`config.mk`:
```
export PLATFORM = sky130hd
export DESIGN_NAME = spi_master_arbiter
export DESIGN_NICKNAME = d
export VERILOG_FILES = /design/src/rtl/spi_master_arbiter_pkg.sv /design/src/rtl/rr_arbiter.sv /design/src/rtl/spi_master_arbiter.sv
export SDC_FILE = /design/constraint.sdc
export NUM_CORES = 1
export LEC_CHECK = 0
export CORE_MARGIN = 1.5
export CORE_UTILIZATION = 40
export CTS_BUF_LIST = sky130_fd_sc_hd__clkbuf_8
export DETAILED_ROUTE_END_ITERATION = 8
export PLACE_DENSITY = 0.89
export RECOVER_POWER = 25
export SLEW_MARGIN = 20
export SYNTH_ARGS = -nofsm -noshare
export SYNTH_HDL_FRONTEND = slang
export SYNTH_SLANG_ARGS = --single-unit
```
`constraint.sdc`:
```
create_clock -name clk -period 3.4 [get_ports clk]
set_clock_uncertainty 0.1 [all_clocks]
set_input_delay 0.51 -clock clk [delete_from_list [all_inputs] [get_ports clk]]
set_output_delay 0.51 -clock clk [all_outputs]
set_load 0.1 [all_outputs]
```
`src/rtl/spi_master_arbiter_pkg.sv`:
```
// ----------------------------------------------------------------------------
// spi_arb_pkg
//   Shared definitions for the SPI master arbiter slice: operation encodings,
//   arbiter FSM states, data/wait widths and small op decode helpers.
// ----------------------------------------------------------------------------
package spi_arb_pkg;

  localparam int DATA_W = 12;
  localparam int WAIT_W = 8;

  localparam logic [1:0] OP_NONE = 2'b00;
  localparam logic [1:0] OP_TX   = 2'b01;
  localparam logic [1:0] OP_RX   = 2'b10;
  localparam logic [1:0] OP_FD   = 2'b11;

  typedef enum logic [2:0] {
    IDLE  = 3'd0,
    ISSUE = 3'd1,
    START = 3'd2,
    BUSY  = 3'd3,
    DONE  = 3'd4
  } arb_state_e;

  // Whether an op expects the master's transmit-complete pulse.
  function automatic logic op_needs_tx(input logic [1:0] op);
    return (op == OP_TX) || (op == OP_FD);
  endfunction

  // Whether an op expects the master's receive-complete pulse.
  function automatic logic op_needs_rx(input logic [1:0] op);
    return (op == OP_RX) || (op == OP_FD);
  endfunction

endpackage

```
`src/rtl/rr_arbiter.sv`:
```
// ----------------------------------------------------------------------------
// rr_arbiter
//   Combinational round-robin pick. The search starts one past the last
//   granted index and wraps, so the most recent winner has lowest priority.
//
//   eligible  in  NUM_REQ  requesters that may be granted
//   ptr       in  IDX_W    index of the last granted requester
//   grant     out NUM_REQ  one-hot grant (all zero when nothing eligible)
//   grant_idx out IDX_W    index of the granted requester (0 when none)
// ----------------------------------------------------------------------------
module rr_arbiter #(
  parameter int NUM_REQ = 4,
  parameter int IDX_W   = $clog2(NUM_REQ)
) (
  input  logic [NUM_REQ-1:0] eligible,
  input  logic [IDX_W-1:0]   ptr,
  output logic [NUM_REQ-1:0] grant,
  output logic [IDX_W-1:0]   grant_idx
);

  logic [IDX_W:0]   sum;
  logic [IDX_W-1:0] idx;
  logic             found;

  always_comb begin
    grant     = '0;
    grant_idx = '0;
    found     = 1'b0;
    sum       = '0;
    idx       = '0;
    // Offsets 1..NUM_REQ visit every requester once, ending on ptr itself.
    for (int k = 1; k <= NUM_REQ; k++) begin
      sum = {1'b0, ptr} + (IDX_W+1)'(k);
      if (sum >= (IDX_W+1)'(NUM_REQ)) begin
        sum = sum - (IDX_W+1)'(NUM_REQ);
      end
      idx = sum[IDX_W-1:0];
      if (!found && eligible[idx]) begin
        found      = 1'b1;
        grant[idx] = 1'b1;
        grant_idx  = idx;
      end
    end
  end

endmodule

```
`src/rtl/spi_master_arbiter.sv`:
```
// ----------------------------------------------------------------------------
// spi_master_arbiter
//   Shares one spi_master among NUM_REQ requesters. Grants one request at a
//   time in round-robin order, issues a one-cycle req to the master, waits for
//   chip select to fall (with a start timeout), collects the completion
//   pulses the op requires, then returns data and a done pulse.
//
//   clk, rst            clock; asynchronous active-high reset
//   rq_valid/op/din/wait per-requester request inputs (packed per index)
//   rq_ack              one-hot pulse: request accepted and latched
//   rq_done             one-hot pulse: transaction finished
//   rq_err              with rq_done: start timeout, no transfer happened
//   rq_dout             received word, updated on RX/FD completion only
//   busy                high from ack through done
//   m_req/m_din/m_wait  master request inputs
//   m_dout/m_cs/m_done_tx/m_done_rx  master status inputs
// ----------------------------------------------------------------------------
module spi_master_arbiter
  import spi_arb_pkg::*;
#(
  parameter int NUM_REQ       = 4,
  parameter int START_TIMEOUT = 4
) (
  input  logic                      clk,
  input  logic                      rst,
  input  logic [NUM_REQ-1:0]        rq_valid,
  input  logic [2*NUM_REQ-1:0]      rq_op,
  input  logic [DATA_W*NUM_REQ-1:0] rq_din,
  input  logic [WAIT_W*NUM_REQ-1:0] rq_wait,
  output logic [NUM_REQ-1:0]        rq_ack,
  output logic [NUM_REQ-1:0]        rq_done,
  output logic                      rq_err,
  output logic [DATA_W-1:0]         rq_dout,
  output logic                      busy,
  output logic [1:0]                m_req,
  output logic [DATA_W-1:0]         m_din,
  output logic [WAIT_W-1:0]         m_wait,
  input  logic [DATA_W-1:0]         m_dout,
  input  logic                      m_cs,
  input  logic                      m_done_tx,
  input  logic                      m_done_rx
);

  localparam int IDX_W = $clog2(NUM_REQ);
  localparam int TMO_W = $clog2(START_TIMEOUT + 1);
  localparam logic [TMO_W-1:0] TMO_LAST = TMO_W'(START_TIMEOUT - 1);

  arb_state_e          state_q, state_d;
  logic [IDX_W-1:0]    last_grant_q, last_grant_d;
  logic [IDX_W-1:0]    sel_q, sel_d;
  logic [NUM_REQ-1:0]  gnt_q, gnt_d;
  logic [1:0]          op_q, op_d;
  logic [DATA_W-1:0]   din_q, din_d;
  logic [WAIT_W-1:0]   wait_q, wait_d;
  logic [NUM_REQ-1:0]  ack_q, ack_d;
  logic [NUM_REQ-1:0]  done_q, done_d;
  logic                err_q, err_d;
  logic [DATA_W-1:0]   dout_q, dout_d;
  logic                busy_q, busy_d;
  logic [1:0]          m_req_q, m_req_d;
  logic                seen_tx_q, seen_tx_d;
  logic                seen_rx_q, seen_rx_d;
  logic [TMO_W-1:0]    tmo_q, tmo_d;

  logic [NUM_REQ-1:0]  eligible;
  logic [NUM_REQ-1:0]  grant_oh;
  logic [IDX_W-1:0]    grant_idx;
  logic                any_grant;
  logic [1:0]          sel_op;
  logic [DATA_W-1:0]   sel_din;
  logic [WAIT_W-1:0]   sel_wait;
  logic                tx_ok;
  logic                rx_ok;

  // Requester eligibility: op 00 never competes.
  always_comb begin
    eligible = '0;
    for (int i = 0; i < NUM_REQ; i++) begin
      eligible[i] = rq_valid[i] && (rq_op[2*i +: 2] != OP_NONE);
    end
  end

  rr_arbiter #(
    .NUM_REQ (NUM_REQ),
    .IDX_W   (IDX_W)
  ) u_rr (
    .eligible  (eligible),
    .ptr       (last_grant_q),
    .grant     (grant_oh),
    .grant_idx (grant_idx)
  );

  assign any_grant = |grant_oh;

  // Fields of the requester the arbiter currently picks.
  always_comb begin
    sel_op   = OP_NONE;
    sel_din  = '0;
    sel_wait = '0;
    for (int i = 0; i < NUM_REQ; i++) begin
      if (grant_idx == IDX_W'(i)) begin
        sel_op   = rq_op[2*i +: 2];
        sel_din  = rq_din[DATA_W*i +: DATA_W];
        sel_wait = rq_wait[WAIT_W*i +: WAIT_W];
      end
    end
  end

  always_comb begin
    state_d      = state_q;
    last_grant_d = last_grant_q;
    sel_d        = sel_q;
    gnt_d        = gnt_q;
    op_d         = op_q;
    din_d        = din_q;
    wait_d       = wait_q;
    ack_d        = '0;
    done_d       = '0;
    err_d        = 1'b0;
    dout_d       = dout_q;
    busy_d       = busy_q;
    m_req_d      = OP_NONE;
    seen_tx_d    = seen_tx_q;
    seen_rx_d    = seen_rx_q;
    tmo_d        = tmo_q;
    tx_ok        = 1'b0;
    rx_ok        = 1'b0;

    unique case (state_q)
      IDLE: begin
        // A grant waits until the master is back idle (cs high).
        if (any_grant && m_cs) begin
          ack_d   = grant_oh;
          gnt_d   = grant_oh;
          sel_d   = grant_idx;
          op_d    = sel_op;
          din_d   = sel_din;
          wait_d  = sel_wait;
          busy_d  = 1'b1;
          state_d = ISSUE;
        end
      end
      ISSUE: begin
        // m_req is registered, so it is high for exactly the first START cycle.
        m_req_d   = op_q;
        tmo_d     = '0;
        seen_tx_d = 1'b0;
        seen_rx_d = 1'b0;
        state_d   = START;
      end
      START: begin
        if (!m_cs) begin
          state_d = BUSY;
        end else if (tmo_q == TMO_LAST) begin
          done_d  = gnt_q;
          err_d   = 1'b1;
          state_d = DONE;
        end else begin
          tmo_d = tmo_q + 1'b1;
        end
      end
      BUSY: begin
        // Done pulses may come in either order or together; keep them sticky.
        seen_tx_d = seen_tx_q | m_done_tx;
        seen_rx_d = seen_rx_q | m_done_rx;
        tx_ok     = !op_needs_tx(op_q) || seen_tx_d;
        rx_ok     = !op_needs_rx(op_q) || seen_rx_d;
        if (tx_ok && rx_ok) begin
          done_d = gnt_q;
          if (op_needs_rx(op_q)) begin
            dout_d = m_dout;
          end
          state_d = DONE;
        end
      end
      DONE: begin
        // rq_done/rq_err are visible during this state.
        last_grant_d = sel_q;
        busy_d       = 1'b0;
        seen_tx_d    = 1'b0;
        seen_rx_d    = 1'b0;
        state_d      = IDLE;
      end
      default: begin
        state_d = IDLE;
      end
    endcase
  end

  // ---- register stage ----
  always_ff @(posedge clk or posedge rst) begin
    if (rst) begin
      state_q      <= IDLE;
      last_grant_q <= IDX_W'(NUM_REQ - 1);
      sel_q        <= '0;
      gnt_q        <= '0;
      op_q         <= OP_NONE;
      din_q        <= '0;
      wait_q       <= '0;
      ack_q        <= '0;
      done_q       <= '0;
      err_q        <= 1'b0;
      dout_q       <= '0;
      busy_q       <= 1'b0;
      m_req_q      <= OP_NONE;
      seen_tx_q    <= 1'b0;
      seen_rx_q    <= 1'b0;
      tmo_q        <= '0;
    end else begin
      state_q      <= state_d;
      last_grant_q <= last_grant_d;
      sel_q        <= sel_d;
      gnt_q        <= gnt_d;
      op_q         <= op_d;
      din_q        <= din_d;
      wait_q       <= wait_d;
      ack_q        <= ack_d;
      done_q       <= done_d;
      err_q        <= err_d;
      dout_q       <= dout_d;
      busy_q       <= busy_d;
      m_req_q      <= m_req_d;
      seen_tx_q    <= seen_tx_d;
      seen_rx_q    <= seen_rx_d;
      tmo_q        <= tmo_d;
    end
  end

  assign rq_ack  = ack_q;
  assign rq_done = done_q;
  assign rq_err  = err_q;
  assign rq_dout = dout_q;
  assign busy    = busy_q;
  assign m_req   = m_req_q;
  assign m_din   = din_q;
  assign m_wait  = wait_q;

endmodule

```
# Word level (Yosys, flattened, before mapping)

Cells that the tools add are included.

Add/sub/neg operators: 9
Multipliers: 0
Divide/modulo/power cells: 0
Magnitude comparators: 12
Equal/unequal tests: 16
Shift operators: 0
Multiplexer cells: 65
Bitwise operators: 5
Reduce and logical (&&, ||, !) cells: 38

Operators with widths:

| operator              | number |
|---|---|
| $mux W12              | 4 |
| $mux W4               | 9 |
| $mux W8               | 4 |
| $mux W2               | 13 |
| $mux W3               | 6 |
| $mux W1               | 15 |
| $reduce_bool A2 Y1    | 7 |
| $logic_and A1 B1 Y1   | 13 |
| $ge A3 B3 Y1 const B  | 4 |
| $lt A2 B3 Y1 const B  | 4 |
| $or A4 B4 Y4          | 3 |
| $pmux W3 S4           | 1 |
| $eq A3 B2 Y1 const B  | 3 |
| $reduce_and A3 Y1     | 3 |
| $bmux W1 S2           | 4 |
| $demux W1 S2          | 4 |
| $eq A2 B2 Y1 const B  | 4 |
| $ge A2 B1 Y1 const B  | 4 |
| $ne A2 B2 Y1 const B  | 4 |
| $pmux W4 S2           | 1 |
| $sub A2 B1 Y2 const B | 4 |
| $add A2 B2 Y3 const B | 2 |
| $pmux W1 S2           | 3 |
| $pmux W3 S2           | 1 |
| other kinds (15)      | 25 |

Flip-flop bits (word level): 62
Latch bits: 0
RAM bits: 0
Bits in read-only memories: 0
Input bits: 109
Output and inout bits: 44
Logic and storage cells: 161
Memories: 0

# Longest topological paths before layout

Gate-level depths: netlist of the first run.

Depth after elaboration: 20
Gate-level depth with buffers: 13
Mapped depth without buffers: 9

# Modules after synthesis

A second synthesis of the first run with hierarchy kept.

Cell total of the unflattened synthesis: 268
Area, all modules: 3682.3 µm²

By module, submodules not included:

| module             | instances | cells an instance | area each (µm²) | sequential area each (µm²) |
|---|---|---|---|---|
| spi_master_arbiter | 1         | 209               | 3191.8          | 1554.0 |
| rr_arbiter         | 1         | 59                | 490.5           | 0.0 |

# Worst setup path after synthesis of the first run

OpenSTA, ideal clock, no wires.

Path kind: flip-flop to flip-flop
Start: register last_grant_q[1]
End: register din_q[0], in the netlist m_din[0]
Library setup time: 0.125 ns
Arrival: 3.043 ns
Required time: 3.175 ns
Path slack: 0.131 ns
Cell stages (with the launch flop): 13
Path buffers: 4
Period minus slack after synthesis: 3.269 ns
Path through: dfstp_2 buf_2 inv_1 ha_1 clkbuf_1 o21ai_0 a311oi_1 a22o_1 buf_2 buf_2 mux2i_1 mux2i_1 mux2_4

Longest elaborated chain between the ends: 20
Elaborated cells on any way between the ends: 75
Those cells by class: add/sub (8); order compare (12); eq/ne (3); mux (35); bitwise (3); reduce/logical (14)

Ends and longest elaborated chain:

| what                                                   | RTL line                  | RTL |
|---|---|---|
| from (decl)                                            | spi_master_arbiter.sv:49  | `logic [IDX_W-1:0] last_grant_q, last_grant_d;` |
| from (signal assigned)                                 | spi_master_arbiter.sv:194 | `last_grant_q <= IDX_W'(NUM_REQ - 1);` |
| from (signal assigned)                                 | spi_master_arbiter.sv:211 | `last_grant_q <= last_grant_d;` |
| branches (longest 20 deep; another with $add A2 B1 Y3) | --                        |  |
| to (signal assigned)                                   | spi_master_arbiter.sv:215 | `din_q <= din_d;` |
| to (decl)                                              | spi_master_arbiter.sv:53  | `logic [DATA_W-1:0] din_q, din_d;` |

Parallel ways; which one is timed is not known. The select of a mux whose other input is x is not followed.
A chain may end at the register's enable or synchronous reset.

# Worst setup path in the final report of the first run

Start: register last_grant_q[1]
End: register din_q[5], in the netlist m_din[5]

Same word-level chain as after synthesis.

==> flow_metrics.env, run 1 <==
export IMPL_status="complete, but fails checks"
export IMPL_violations="max-capacitance violations, max-slew violations"
export IMPL_cts_sinks=62
export IMPL_maxCapViolations=1
export IMPL_dp_slack_ns=-0.0426
export IMPL_fin_crit_sh_pct=92.6
export IMPL_routedWlPerCell_microns=16.8
export IMPL_p_per_area_nw_per_um2=1160
export IMPL_setup_viol=0
export IMPL_die_h_microns=99.4
export IMPL_r2r_slack_ns=0.25
export IMPL_hold_viol=0
export IMPL_synth_seq_cells=62
export IMPL_fin_crit_ns=3.15
export IMPL_num_nets_final=618
export IMPL_synth_edf_count=0
export IMPL_post_route_util_pct=64.7
export IMPL_cts_setup_buffers=0
export IMPL_cts_buffer_depth=2
export IMPL_ys_seq_area_share_pct=41.8
export IMPL_synth_nets=449
export IMPL_dr_total_vias=3274
export IMPL_worst_slew_pin_slew_ns=1.70
export IMPL_initial_core_util_pct=42.0
export IMPL_drc_errors=0
export IMPL_antenna_found_initial=0
export IMPL_rsz0062_at_grt="false"
export IMPL_io_buffers=152
export IMPL_finalNonFillerCells=613
export IMPL_dp_cells=597
export IMPL_setup_ws_ns=0.251
export IMPL_dp_hpwl_microns=8120
export IMPL_synth_top_area_share_pct=40.4
export IMPL_fin_total_pwr_uw=6640
export IMPL_antenna_cells=0
export IMPL_ioPinCount=153
export IMPL_first_iter_violations=234
export IMPL_final_max_slew_violation_count=46
export IMPL_finalWeightedCongestion=0.845
export IMPL_cp_arrival_ns=3.27
export IMPL_clk_pin_slew_worst_paths_ns=0.07
export IMPL_hold_depth=1
export IMPL_syn_mean_instance_area_sq_um=11.2
export IMPL_yosysTopAreaCell="dfrtp_1"
export IMPL_max_freq_mhz=318
export IMPL_viasPerCell=5.34
export IMPL_grtUsageTotal_pct=21.2
export IMPL_critical_path_required_ns=3.52
export IMPL_grt_max_degree=46
export IMPL_hold_slack_ns=0.374
export IMPL_synthArstFlopShare_pct=100
export IMPL_synth_cell_area_sq_um=3710
export IMPL_wirelength_microns=10300
export IMPL_grt_ovfl_total=0
export IMPL_layout_drive_gt1_share_pct=17.8
export IMPL_crit_path_end_kind="flip-flop"
export IMPL_crit_chain="inv_1, ha_4, mux4_2, nor2_1, a21oi_1, a221oi_1, and4_1, or2_1, buf_12, mux2_2"
export IMPL_cts_buffers=9
export IMPL_relSlewSlack_pct=-13.6
export IMPL_clkLatencyLatePin_ns=0.33
export IMPL_ys_warn_count=0
export IMPL_worst_r2r_cell_count=10
export IMPL_synth_area_leaders="dfrtp_1 40%, mux2i_1 18%, mux2_2 6.1%"
export IMPL_cts_tree="built"
export IMPL_chipWidth_microns=99.4
export IMPL_htreeDepth=3
export IMPL_grt_pass1_wl_microns=16400
export IMPL_critPathLaunchType="flip-flop"
export IMPL_root_buffer="clkbuf_8"
export IMPL_cp_slowest_stage_delay_ns=0.53
export IMPL_p_leak_uw=0.00257
export IMPL_worst_ir_drop_vdd_v=0.000663
export IMPL_criticalPathCategory="reg2reg"
export IMPL_hp_class="reg2reg"
export IMPL_coreArea_sq_um=8850
export IMPL_areaGrowthSynthToFinish_pct=54.1
export IMPL_ant_nets=0
export IMPL_synth_cells=331
export IMPL_critPathMaxFanout=20
export IMPL_synth_ff_type="dfrtp_1"
export IMPL_cpMaxStageDelayCell="dfstp_2"
export IMPL_drt_pass1_iterations=4
export IMPL_yosysUniqueCellTypes=44
export IMPL_rows=34
export IMPL_grt_pass1_vias=3348
export IMPL_dieArea_sq_um=9870
## registers in the layout, indices dropped and copies added (netlist names)
name and cells:
last_grant_q 2, rq_err 1, m_req 2, state_q 3
m_wait 8, m_din 12, seen_rx_q 1, busy 1
rq_dout 12, seen_tx_q 1, gnt_q 4, tmo_q 3
rq_done 4, rq_ack 4, sel_q 2, op_q 2
## path summary, 6_finish.rpt
| check | from | endpoint |
|---|---|---|
| max | last_grant_q[1]$_DFFE_PP1P_ | m_din[5]$_DFFE_PP0P_ |
| min | gnt_q[0]$_DFFE_PP0P_ | gnt_q[0]$_DFFE_PP0P_ |
| max reg2reg | last_grant_q[1]$_DFFE_PP1P_ | m_din[5]$_DFFE_PP0P_ |
| min reg2reg | gnt_q[0]$_DFFE_PP0P_ | gnt_q[0]$_DFFE_PP0P_ |
| max in group asynchronous | rst | op_q[0]$_DFFE_PP0P_ |
| min in group asynchronous | rst | rq_dout[11]$_DFFE_PP0P_ |
## kinds of logic after synthesis
kind of cell	count (synthesis)	share of synthesized area, %
adder cells (fa/ha/maj)	9	3.03
buffers and inverters	25	3.60
multiplexers	105	31.7
AO/OA/AOI/OAI	51	9.10
AND/OR/NAND/NOR	79	10.7
flip-flops	62	41.8
## Yosys cell counts, types with 5 or more instances
cell	n
ha_1	9
a21oi_1	11
clkbuf_1	8
a21o_1	5
nand3_1	5
inv_1	6
and3_1	5
o21ai_0	11
nand2_1	20
mux2i_1	68
mux2_4	15
nor2_1	18
buf_2	7
mux2_2	20
dfrtp_1	60
nor3_1	8
## report_power, final
part / switching, uW / leakage [uW] / internal (uW)
combinational: 2930 / 0.00169 / 1670
sequential: 216 / 0.000764 / 1080
clock: 289 / 0.000116 / 453
total: 3440 / 0.00257 / 3200
## metal layers
layer | up-vias | track usage (%) | share of wire (%)
met5 | - | 0 | 0
met3 | 21 | 2.74 | 5.1
li1 | 1552 | - | -
met1 | 1563 | 25.7 | 40
met2 | 138 | 38.4 | 52
met4 | 0 | 8.02 | 2.6
## cell type report
class / count / area, sq um
fillers: 693 / 3120
multi-input cells: 244 / 2050
repair buffers: 176 / 1720
flip-flops and latches: 62 / 1550
clock buffers: 11 / 151
well taps: 108 / 135
clock inverters: 5 / 81.3
inverters: 7 / 26.3
## timing repair
action | in CTS | in global routing
setup endpoints to repair | 0 | 24
hold buffers | 0 | 0
resized for setup | 0 | 3
## metrics by stage
stage | TNS, ns | instance area [sq um]
4_1_cts | 0 | 5710
2_1_floorplan | 0 | 3710
6_report | 0 | 5720
3_3_place_gp | 0 | 5470
3_5_place_dp | -0.381 | 5470
5_1_grt | 0 | 5720
## cell usage in the layout, fill, tap and decap left out, types with 3 or more instances in the layout
master / synthesis / layout
nand2_1: 20 / 20
a21oi_1: 11 / 11
inv_1: 6 / 6
mux2_2: 20 / 20
mux2i_1: 68 / 68
and3_1: 5 / 5
nand3_1: 5 / 5
a31oi_1: 4 / 4
and2_1: 4 / 4
nor3b_1: 3 / 3
nor2b_1: 4 / 4
nor2_1: 18 / 17
mux2_4: 15 / 15
o21a_1: 3 / 3
a211oi_1: 3 / 3
buf_4: 0 / 23
dfrtp_1: 60 / 60
a21o_1: 5 / 5
nor4_1: 3 / 3
clkbuf_8: 0 / 11
ha_1: 9 / 8
clkdlybuf4s50_1: 0 / 150
o21ai_0: 11 / 11
a221oi_1: 4 / 4
nor3_1: 8 / 7
## critical path: cells and delay by family (launching register included)
family | cells | cell delay, ns
muxes | 2 | 0.76
and+or+nand+nor | 3 | 0.57
DFF | 1 | 0.53
adders and majority gates | 1 | 0.38
AOI/OAI and AO/OA | 2 | 0.35
buffers and inverters | 2 | 0.34
No activity file was read; power rests on OpenSTA's default activity.
==> inputs of run 2 (changes only) <==
--- a/config.mk
+++ b/config.mk
@@ -5,6 +5,7 @@
 export SDC_FILE = /design/constraint.sdc
 export NUM_CORES = 1
 export LEC_CHECK = 0
+export CAP_MARGIN = 10
 export CORE_MARGIN = 1.5
 export CORE_UTILIZATION = 40
 export CTS_BUF_LIST = sky130_fd_sc_hd__clkbuf_8
==> results of run 2 <==
Same layout as run 1: the final DEF is identical, and so are final timing and power.
==> inputs of run 3 (changes only) <==
--- a/config.mk
+++ b/config.mk
@@ -12,7 +12,6 @@
 export DETAILED_ROUTE_END_ITERATION = 8
 export PLACE_DENSITY = 0.89
 export RECOVER_POWER = 25
-export SLEW_MARGIN = 20
 export SYNTH_ARGS = -nofsm -noshare
 export SYNTH_HDL_FRONTEND = slang
 export SYNTH_SLANG_ARGS = --single-unit
==> results of run 3 <==
Same layout as run 1: the final DEF is identical, and so are final timing and power.
